[config.mk]
export PLATFORM = sky130hd
export DESIGN_NAME = psg_multi
export DESIGN_NICKNAME = d
export VERILOG_FILES = /design/src/rtl/psg_multi.sv
export SDC_FILE = /design/constraint.sdc
export NUM_CORES = 1
export LEC_CHECK = 0
export CAP_MARGIN = 0
export CORE_UTILIZATION = 40
export CTS_BUF_LIST = sky130_fd_sc_hd__clkbuf_8
export DETAILED_ROUTE_END_ITERATION = 8
export GPL_TIMING_DRIVEN = 0
export SLEW_MARGIN = 20
export SYNTH_ARGS = -nofsm -noshare
export SYNTH_HDL_FRONTEND = slang
export SYNTH_SLANG_ARGS = --single-unit
export TNS_END_PERCENT = 20
[constraint.sdc]
create_clock -name CLK -period 12.8 [get_ports CLK]
set_input_delay 2.56 -clock CLK [delete_from_list [all_inputs] [get_ports CLK]]
set_output_delay 2.56 -clock CLK [all_outputs]
set_load 0.05 [all_outputs]
[src/rtl/psg_multi.sv]
// Multi-voice programmable sound generator: CHANNELS tone voices, shared 17-bit noise LFSR, shared envelope.
// Optional macro PSG_STEREO_EN adds per-voice pan bits (control [3:2]) and MIX_L / MIX_R outputs.
module psg_multi #(
    parameter int CHANNELS = 3,
    parameter int TONE_W   = 12,
    parameter int PRESCALE = 8,
    parameter int MIX_W    = 8 + $clog2(CHANNELS + 1)
) (
    input  logic                    CLK,
    input  logic                    RESET,
    input  logic                    CE,
    input  logic                    WE,
    input  logic [7:0]              ADDR,
    input  logic [7:0]              DI,
    output logic [7:0]              DO,
    output logic [8*CHANNELS-1:0]   LEVEL,
    output logic [MIX_W-1:0]        MIX
`ifdef PSG_STEREO_EN
    ,
    output logic [MIX_W-1:0]        MIX_L,
    output logic [MIX_W-1:0]        MIX_R
`endif
);

    localparam int HI_W = TONE_W - 8;
`ifdef PSG_STEREO_EN
    localparam logic [3:0] CTRL_MASK = 4'hF;
`else
    localparam logic [3:0] CTRL_MASK = 4'h3;
`endif

    localparam logic [7:0] YM_TABLE [32] = '{
        8'h00, 8'h01, 8'h01, 8'h02, 8'h02, 8'h03, 8'h03, 8'h04,
        8'h06, 8'h07, 8'h09, 8'h0A, 8'h0C, 8'h0E, 8'h11, 8'h13,
        8'h17, 8'h1B, 8'h20, 8'h25, 8'h2C, 8'h35, 8'h3E, 8'h47,
        8'h54, 8'h66, 8'h77, 8'h88, 8'hA1, 8'hC0, 8'hE0, 8'hFF
    };

    logic [7:0]      per_lo_reg [CHANNELS];
    logic [HI_W-1:0] per_hi_reg [CHANNELS];
    logic [4:0]      vol_reg    [CHANNELS];
    logic [3:0]      ctrl_reg   [CHANNELS];
    logic [4:0]      noise_per_reg;
    logic [7:0]      env_per_lo_reg;
    logic [7:0]      env_per_hi_reg;
    logic [3:0]      shape_reg;
    logic            env_restart_reg;

    // A shape write leaves a restart pending until the next CE edge; later writes just re-arm it.
    always_ff @(posedge CLK) begin
        if (RESET) begin
            for (int c = 0; c < CHANNELS; c++) begin
                per_lo_reg[c] <= '0;
                per_hi_reg[c] <= '0;
                vol_reg[c]    <= '0;
                ctrl_reg[c]   <= '0;
            end
            noise_per_reg   <= '0;
            env_per_lo_reg  <= '0;
            env_per_hi_reg  <= '0;
            shape_reg       <= '0;
            env_restart_reg <= 1'b0;
        end else begin
            if (CE)
                env_restart_reg <= 1'b0;
            if (WE) begin
                for (int c = 0; c < CHANNELS; c++) begin
                    if (ADDR[7:2] == 6'(c)) begin
                        case (ADDR[1:0])
                            2'd0:    per_lo_reg[c] <= DI;
                            2'd1:    per_hi_reg[c] <= DI[HI_W-1:0];
                            2'd2:    vol_reg[c]    <= DI[4:0];
                            default: ctrl_reg[c]   <= DI[3:0] & CTRL_MASK;
                        endcase
                    end
                end
                case (ADDR)
                    8'hF0: noise_per_reg  <= DI[4:0];
                    8'hF1: env_per_lo_reg <= DI;
                    8'hF2: env_per_hi_reg <= DI;
                    8'hF3: begin
                        shape_reg       <= DI[3:0];
                        env_restart_reg <= 1'b1;
                    end
                    default: ;
                endcase
            end
        end
    end

    always_comb begin
        DO = 8'h00;
        for (int c = 0; c < CHANNELS; c++) begin
            if (ADDR[7:2] == 6'(c)) begin
                case (ADDR[1:0])
                    2'd0:    DO = per_lo_reg[c];
                    2'd1:    DO = 8'(per_hi_reg[c]);
                    2'd2:    DO = {3'b000, vol_reg[c]};
                    default: DO = {4'b0000, ctrl_reg[c]};
                endcase
            end
        end
        case (ADDR)
            8'hF0:   DO = {3'b000, noise_per_reg};
            8'hF1:   DO = env_per_lo_reg;
            8'hF2:   DO = env_per_hi_reg;
            8'hF3:   DO = {4'b0000, shape_reg};
            default: ;
        endcase
    end

    logic [4:0] pre_cnt_reg;
    logic       noise_div_reg;
    logic       tick;
    logic       noise_tick;

    assign tick       = CE && (pre_cnt_reg == 5'(PRESCALE - 1));
    assign noise_tick = tick && noise_div_reg;

    always_ff @(posedge CLK) begin
        if (RESET) begin
            pre_cnt_reg   <= '0;
            noise_div_reg <= 1'b0;
        end else if (CE) begin
            pre_cnt_reg <= tick ? 5'd0 : pre_cnt_reg + 5'd1;
            if (tick)
                noise_div_reg <= ~noise_div_reg;
        end
    end

    logic [4:0]  noise_cnt_reg;
    logic [16:0] lfsr_reg;
    logic        noise_out;

    assign noise_out = (noise_per_reg != 5'd0) && lfsr_reg[0];

    always_ff @(posedge CLK) begin
        if (RESET) begin
            noise_cnt_reg <= '0;
            lfsr_reg      <= 17'h00001;
        end else if (noise_tick) begin
            if (noise_per_reg == 5'd0) begin
                noise_cnt_reg <= '0;
            end else if (noise_cnt_reg >= noise_per_reg - 5'd1) begin
                noise_cnt_reg <= '0;
                lfsr_reg      <= {lfsr_reg[0] ^ lfsr_reg[3], lfsr_reg[16:1]};
            end else begin
                noise_cnt_reg <= noise_cnt_reg + 5'd1;
            end
        end
    end

    logic [15:0] env_per;
    logic [15:0] env_limit;
    logic [15:0] env_cnt_reg;
    logic [4:0]  env_level_reg;
    logic        env_up_reg;
    logic        env_hold_reg;
    logic        env_at_end;

    assign env_per    = {env_per_hi_reg, env_per_lo_reg};
    assign env_limit  = (env_per == 16'd0) ? 16'd0 : env_per - 16'd1;
    assign env_at_end = env_up_reg ? (env_level_reg == 5'd31) : (env_level_reg == 5'd0);

    always_ff @(posedge CLK) begin
        if (RESET) begin
            env_cnt_reg   <= '0;
            env_level_reg <= '0;
            env_up_reg    <= 1'b0;
            env_hold_reg  <= 1'b1;
        end else if (CE) begin
            if (env_restart_reg) begin
                env_level_reg <= shape_reg[2] ? 5'd0 : 5'd31;
                env_up_reg    <= shape_reg[2];
                env_cnt_reg   <= '0;
                env_hold_reg  <= 1'b0;
            end else if (tick) begin
                if (env_cnt_reg >= env_limit) begin
                    env_cnt_reg <= '0;
                    if (!env_hold_reg) begin
                        if (!env_at_end) begin
                            env_level_reg <= env_up_reg ? env_level_reg + 5'd1 : env_level_reg - 5'd1;
                        end else if (!shape_reg[3]) begin
                            env_level_reg <= 5'd0;
                            env_hold_reg  <= 1'b1;
                        end else if (shape_reg[0]) begin
                            env_level_reg <= shape_reg[1] ? ~env_level_reg : env_level_reg;
                            env_hold_reg  <= 1'b1;
                        end else if (shape_reg[1]) begin
                            env_up_reg <= ~env_up_reg;
                        end else begin
                            env_level_reg <= env_up_reg ? 5'd0 : 5'd31;
                        end
                    end
                end else begin
                    env_cnt_reg <= env_cnt_reg + 16'd1;
                end
            end
        end
    end

    logic [8*CHANNELS-1:0] level_next;

    for (genvar gi = 0; gi < CHANNELS; gi++) begin : g_voice
        logic [TONE_W-1:0] cnt_reg;
        logic [TONE_W-1:0] period;
        logic              tone_reg;
        logic              gate;
        logic [4:0]        amp;
        logic [7:0]        level_reg;

        assign period = {per_hi_reg[gi], per_lo_reg[gi]};

        // Compare uses >= so a period shortened below the running count expires on the next tick.
        always_ff @(posedge CLK) begin
            if (RESET) begin
                cnt_reg  <= '0;
                tone_reg <= 1'b0;
            end else if (tick) begin
                if (period == '0) begin
                    cnt_reg  <= '0;
                    tone_reg <= 1'b0;
                end else if (cnt_reg >= period - TONE_W'(1)) begin
                    cnt_reg  <= '0;
                    tone_reg <= ~tone_reg;
                end else begin
                    cnt_reg <= cnt_reg + TONE_W'(1);
                end
            end
        end

        assign gate = (~ctrl_reg[gi][0] | tone_reg) & (~ctrl_reg[gi][1] | noise_out);
        assign amp  = !gate ? 5'd0 :
                      vol_reg[gi][4] ? env_level_reg : {vol_reg[gi][3:0], vol_reg[gi][3]};
        assign level_next[8*gi +: 8] = YM_TABLE[amp];

        always_ff @(posedge CLK) begin
            if (RESET)
                level_reg <= '0;
            else if (CE)
                level_reg <= level_next[8*gi +: 8];
        end

        assign LEVEL[8*gi +: 8] = level_reg;
    end

    logic [MIX_W-1:0] mix_next;
    logic [MIX_W-1:0] mix_reg;

    always_comb begin
        mix_next = '0;
        for (int c = 0; c < CHANNELS; c++)
            mix_next = mix_next + MIX_W'(level_next[8*c +: 8]);
    end

    always_ff @(posedge CLK) begin
        if (RESET)
            mix_reg <= '0;
        else if (CE)
            mix_reg <= mix_next;
    end

    assign MIX = mix_reg;

`ifdef PSG_STEREO_EN
    logic [MIX_W-1:0] mix_l_next;
    logic [MIX_W-1:0] mix_r_next;
    logic [MIX_W-1:0] mix_l_reg;
    logic [MIX_W-1:0] mix_r_reg;

    always_comb begin
        mix_l_next = '0;
        mix_r_next = '0;
        for (int c = 0; c < CHANNELS; c++) begin
            if (ctrl_reg[c][2])
                mix_l_next = mix_l_next + MIX_W'(level_next[8*c +: 8]);
            if (ctrl_reg[c][3])
                mix_r_next = mix_r_next + MIX_W'(level_next[8*c +: 8]);
        end
    end

    always_ff @(posedge CLK) begin
        if (RESET) begin
            mix_l_reg <= '0;
            mix_r_reg <= '0;
        end else if (CE) begin
            mix_l_reg <= mix_l_next;
            mix_r_reg <= mix_r_next;
        end
    end

    assign MIX_L = mix_l_reg;
    assign MIX_R = mix_r_reg;
`endif

endmodule

**Word-level counts from Yosys, hierarchy flattened**

Memories as Yosys holds them, arrays and structs flattened.
Cells that the tools add are included.

- RAM bits: 57
- Output and inout bits: 42
- Input port bits: 20
- Flip-flop bits (word level): 150
- Memory bits (read-only): 768
- Memories kept: 7

Memory list:

| memory | words | bits a word | rd ports | clocked after Yosys merged registers in | write ports | RTL line | text |
|---|---|---|---|---|---|---|---|
| (name not given) | 32 | 8 | 1 | 0 | 0 | 235 | `assign level_next[8*gi +: 8] = YM_TABLE[amp];` |
| (name not given) | 32 | 8 | 1 | 0 | 0 | 235 |  |
| (name not given) | 32 | 8 | 1 | 0 | 0 | 235 |  |
| per_lo_reg | 3 | 8 | 3 | 0 | 3 | 39 | `logic [7:0] per_lo_reg [CHANNELS];` |
| vol_reg | 3 | 5 | 3 | 0 | 3 | 41 | `logic [4:0] vol_reg [CHANNELS];` |
| per_hi_reg | 3 | 4 | 3 | 0 | 3 | 40 | `logic [HI_W-1:0] per_hi_reg [CHANNELS];` |
| 1 more memories | - | - | - | - | - | - |  |

- Bitwise logic cells: 38
- $lt $le $gt $ge: 8
- Reduce and logical (&&, ||, !) cells: 34
- Add/subtract/negate cells: 15
- Multiplexer cells: 135
- Equal/unequal tests: 14

Operators with widths:

| cell | number |
|---|---|
| 5-bit two-way mux | 24 |
| 8-bit two-way mux | 12 |
| 1-bit two-way mux | 79 |
| 12-bit two-way mux | 6 |
| 8-bit case mux with 3 select lines | 3 |
| 16-bit two-way mux | 4 |
| 12-bit by 1-bit adder with 12-bit output (second input constant) | 3 |
| 12-bit >= comparator | 3 |
| 12-bit zero test | 3 |
| 12-bit by 1-bit subtractor with 12-bit output (second input constant) | 3 |
| 8-bit equality test (second input constant) | 4 |
| 8-bit case mux with 4 select lines | 1 |
| 6-bit >= comparator (second input constant) | 3 |
| 5-bit NOT with 6-bit output | 3 |
| 1-bit OR | 18 |
| 2-bit AND reduction | 9 |
| 16-bit by 1-bit adder with 16-bit output (second input constant) | 1 |
| 16-bit >= comparator | 1 |
| 16-bit zero test | 1 |
| 2-bit nonzero test | 8 |
| 16-bit by 1-bit subtractor with 16-bit output (second input constant) | 1 |
| 5-bit by 1-bit adder with 5-bit output (second input constant) | 3 |
| 4-bit two-way mux | 3 |
| 1-bit NOT | 12 |
| 26 further kinds | 36 |

**Longest topological paths before layout**

Gate-level depths: netlist of run 1.

- Depth in word-level cells: 11
- Gate-level depth with buffers: 24

**Worst setup path before layout of run 1**

Ideal clock, no wire load.

- Kind: input -> output
- From: input ADDR[4]
- To: output DO[4]
- Setup slack: 5.587 ns
- Buffers on the path: 0
- Arrival time: 4.653 ns
- Required time: 10.240 ns
- Cell stages on the path: 6
- Cell sequence: nor2_1 > nand2_1 > nor3_1 > nor3b_1 > a221oi_1 > a31oi_1

- Longest elaborated chain between the ends: 5

Ends and longest elaborated chain:

| what | RTL line | text |
|---|---|---|
| start, declared | 13 | `input logic [7:0] ADDR,` |
| 6-bit zero test | 94 | `if (ADDR[7:2] == 6'(c)) begin` |
| 8-bit two-way mux (3 in a row) | 94 |  |
| 8-bit case mux with 4 select lines (*) | 103 | `case (ADDR)` |
| end, declared | 15 | `output logic [7:0] DO,` |

Every way passes the cells marked *; elsewhere a longest branch is shown, timed or not.

**Worst setup path in the final report of run 1**

- From: input ADDR[6]
- To: output DO[4]

Same word-level chain as after synthesis.

==> out/results.env, run 1 <==
STATUS='finished clean'
DETAIL_ROUTE.VIAS_PER_CELL=5.55
PATH_MAX_FANOUT=7
END_KIND='output pin'
NUMBER_OF_BUFFER_CELLS_ADDED_ON_PRIMARY_PORTS=57
STARTING_DENSITY_PCT=40.9
SYNTH_SEQ_CELLS=207
CTS_BUFFER_DEPTH=3
DRT_PASS1_ITERATIONS=7
CTS.REPAIR.RESIZED=0
DR.FIRST_ITER.DRC_COUNT=874
ROOT_BUFFER='clkbuf_8'
RSZ0062_AT_GRT='false'
CORE-AREA_UM2=32700
LAYOUT.FILLER_CELLS=3220
HPWL_MM=29.3
MAX_FREQ_MHz=115
TOTAL_LENGTH_OF_ROUTED_WIRES_MM=38.9
SYNTH_CELL_TYPES=80
WORST-ENDPOINT-ARRIVAL_PS=6150
CPMAXSTAGEDELAYCELL='clkdlybuf4s50_1'
ANTENNA_VIOLATIONS_BEFORE_REPAIR=0
SYNTH_TOP_CELLS_BY_COUNT='173 x nand2_1, 166 x nor2_1, 150 x dfxtp_1, 104 x ha_1, 85 x a21oi_1'
WORST_HOLD_STARTPOINT='MIX[7]'
FIN_SETUP_TNS_PS=0
MIN_PERIOD_OVER_PERIOD_PCT=68.0
GLOBAL_ROUTE.USAGE.TOTAL_PCT=23.1
SYNTH_TOP_AREA_CELL='dfxtp_1'
MAXIMUM_NUMBER_OF_PINS_ON_ONE_NET_BEFORE_GLOBAL_ROUTE_REPAIR=11
SYN_INST=1515
CTS_INSERTED_BUFFERS=39
CRIT_REQUIRED_PS=10240
FINALMAXSLEWVIOLATIONS=0
FINAL_AREA_UM2=15200
CHIPWIDTH_UM=185
DIE_Y_UM=185
PATH_COMMON_CELL='clkdlybuf4s50_1'
FIN_WS_PS=4090
POST-SYNTH-TOP-COUNT-CELL='nand2_1'
HOLD_CLASS='register to register'
MAX_FFS_PER_REGISTER=36
GRT_PASS1_VIAS=11000
TIMING_WORST_SETUP_PATH_TYPE='primary input to output pin'
AVERAGE_WIRE_PER_STANDARD_CELL_UM=18.7
CLOCK-SINKS=207
P_TOTAL_uW=1480
DIEAREA_UM2=34100
YOSYS-TOP-CELLS-AREA='dfxtp_1 22%, edfxtp_1 13%, ha_1 9.7%, nand2_1 4.9%, nor2_1 4.7%'
CLOCK_TREE.HTREE_LEVEL_COUNT=2
CLK_PIN_SLEW_WORST_PATHS_PS=60
TIMING_HOLD_VIOLATIONS_FINAL=0
SETUP_VIOLATIONS=0
AVGSYNTHCELLAREA_UM2=8.82
GRT.OVERFLOW.TOTAL=0
ROWS=66
BIGGEST_CELL_DELAY_ALONG_THE_CRITICAL_PATH_PS=870
ASYNC_RESET_FF_SHARE_PCT=0
START_KIND='primary input'
DOMINANTREGCELLSYNTH='dfxtp_1'
GLOBALPLACE.CONGESTION=0.899
TIMING.CRITICAL_PATH.MAX_DELAY_FAMILY='simple AND/OR/NAND/NOR gates'
HOLD-WORST-SLACK_PS=458
SYNTH_ENABLE_FLOP_CELLS=57
ROUTED-VIA-COUNT=11600
PLACE_AREA_UM2=14500
IR_WORST_VDD_mV=0.0599
PATH_CELLS='clkdlybuf4s50_1 -> nor2_1 -> nand2_1 -> nor3_1 -> nor3b_1 -> a221oi_1 -> a31oi_1 -> clkdlybuf4s50_1'
CELL_AREA_SYNTH_UM2=13400
POST_ROUTE_MINIMUM_PERIOD_PS=8710
R2R-START='noise_per_reg[0]'
CLK_SKEW_PS=26.9
POST-ROUTE-DRC-COUNT=0
SYNTHESIS.NETS=1649
CAP_VIOL_MAX_COUNT=0
CTS_TREE='built'
SYN_TO_FINAL_GROWTH_PCT=13.8
WORSTPATHBUFFERINVERTERCOUNT=2
ANT_NETS=0
GRT_FIRST_PASS_WIRELENGTH_MM=61.4
INSERTEDDIODECOUNT=0
TRANSITION_AT_THE_PIN_WITH_THE_SMALLEST_MAX_TRANSITION_SLACK_PS=1040
POSTCTSSETUPBUFFERS=0
NETS=1747
CTS_HOLD_BUFFERS=0
POWER_DENSITY_nW_PER_UM2=97.3
FINAL_LAYOUT_SIZE_SUFFIX_GT1_SHARE_PCT=6.52
TIMING.SLEW.HEADROOM_PCT=29.8
CLK-INSERTION-DELAY-LATE_PS=560
POWER_LEAKAGE_uW=0.00604
SEQ_AREA_FRAC_SYNTH_PCT=35.3
SYNTHDOMINANTCELLAREASHARE_PCT=22.5
YOSYSWARNINGCOUNT=0
SETUP_SLACK_PLACEMENT_PS=4170
IO_PINS=62
CP-STARTPOINT='ADDR[6]'
==> kinds of logic after synthesis <==
family | after synthesis | share of synthesized area [%]
and+or+nand+nor | 607 | 21.9
AOI/OAI and AO/OA | 278 | 13.6
DFF | 207 | 35.3
buffers and inverters | 118 | 3.56
adders and majority gates | 114 | 11.2
xor gates and xnor gates | 107 | 7.01
muxes | 84 | 7.42
==> area by class of cell <==
| type | instances | area, um^2 | share of cell area, % |
|---|---|---|---|
| flip-flops and latches | 207 | 4710 | 31.0 |
| inverters | 48 | 180 | 1.18 |
| clock inverters | 22 | 87.6 | 0.576 |
| repair buffers | 57 | 571 | 3.75 |
| clock buffers | 46 | 633 | 4.16 |
| well taps | 442 | 553 | 3.64 |
| plain buffers | 70 | 295 | 1.94 |
| multi-input cells | 1190 | 8170 | 53.7 |
==> metal layers <==
layer | up-vias | GRT usage, % | wire (um)
met5 | - | 0 | 0
met4 | 0 | 6.81 | 900
met3 | 63 | 2.88 | 2400
met2 | 356 | 37.3 | 17600
met1 | 5524 | 32.2 | 18000
li1 | 5609 | - | -
==> final timing paths <==
check                           endpoint  slack, ps  cells after the start
worst max register to register    MIX[9]       6860                     22
worst max-delay path               DO[4]       4090                      8
worst min register to register    MIX[7]        460                      2
worst min-delay path              MIX[7]        460                      2
==> worst reg2reg max path, delay by kind of cell (launching register included) <==
kind            cells  cell delay, ps
fa+ha+maj           5            1430
flops               1             380
simple gates        4             700
buf+inv             3             350
compound gates     10            2910
==> power breakdown <==
group | total (uW) | leakage (uW) | switching, uW | internal (uW)
clock network | 614 | 0.000431 | 290 | 324
registers | 704 | 0.00175 | 17.7 | 687
logic | 162 | 0.00386 | 104 | 57.5
total | 1480 | 0.00604 | 412 | 1070
==> per-stage QoR <==
stage | util, % | cells
3_5_place_dp | 44.3 | 2014
3_3_place_gp | 44.3 | 2014
2_1_floorplan | - | 1515
5_1_grt | 46.5 | 2082
6_report | 46.5 | 2082
4_1_cts | 46.5 | 2082
==> cell usage in the layout (no fill, tap or decap), drive strengths merged, types with 6 or more instances in the layout <==
master and n:
and2 26, a311oi 6, o31ai 10, nand2 175
nor2 167, nor3 64, edfxtp 57, a21oi 85
a211oi 15, o21ai 52, clkinv 8, o22ai 11
o211ai 8, inv 62, buf 24, or2 6
dfxtp 150, mux2 14, mux2i 60, clkbuf 92
a31oi 7, clkdlybuf4s50 57, mux4 10, a22oi 15
a21o 25, o21a 8, nand2b 24, nor4 11
or3 9, nand3 46, nand4 23, xnor2 43
and3 15, xor2 64, nor2b 14, fa 10
ha 104, nand3b 7
Power figures use the tool's default switching activity.
==> inputs of run 2 (changes only) <==
==> constraint.sdc (replaced) <==
create_clock -name CLK -period 7.1 [get_ports CLK]
set_input_delay 1.42 -clock CLK [delete_from_list [all_inputs] [get_ports CLK]]
set_output_delay 1.42 -clock CLK [all_outputs]
set_load 0.05 [all_outputs]
==> results of run 2 <==
Same layout as run 1 (identical final DEF). Status: finished clean.
Among the figures that moved: setup slack after placement 4170 ps -> 754 ps; setup slack after layout 4090 ps -> 670 ps; register-to-register setup slack 6860 ps -> 1160 ps; total power 1480 uW -> 2670 uW; worst IR drop on VDD 0.0599 mV -> 0.108 mV
==> inputs of run 3 (changes only) <==
--- a/config.mk
+++ b/config.mk
@@ -10,6 +10,7 @@
 export CTS_BUF_LIST = sky130_fd_sc_hd__clkbuf_8
 export DETAILED_ROUTE_END_ITERATION = 8
 export GPL_TIMING_DRIVEN = 0
+export HOLD_SLACK_MARGIN = 0.1
 export SLEW_MARGIN = 20
 export SYNTH_ARGS = -nofsm -noshare
 export SYNTH_HDL_FRONTEND = slang
==> results of run 3 <==
Same layout as run 1 (identical final DEF). Status: finished clean.
Among the figures that moved: setup slack after placement 4170 ps -> 754 ps; setup slack after layout 4090 ps -> 670 ps; register-to-register setup slack 6860 ps -> 1160 ps; total power 1480 uW -> 2670 uW; worst IR drop on VDD 0.0599 mV -> 0.108 mV
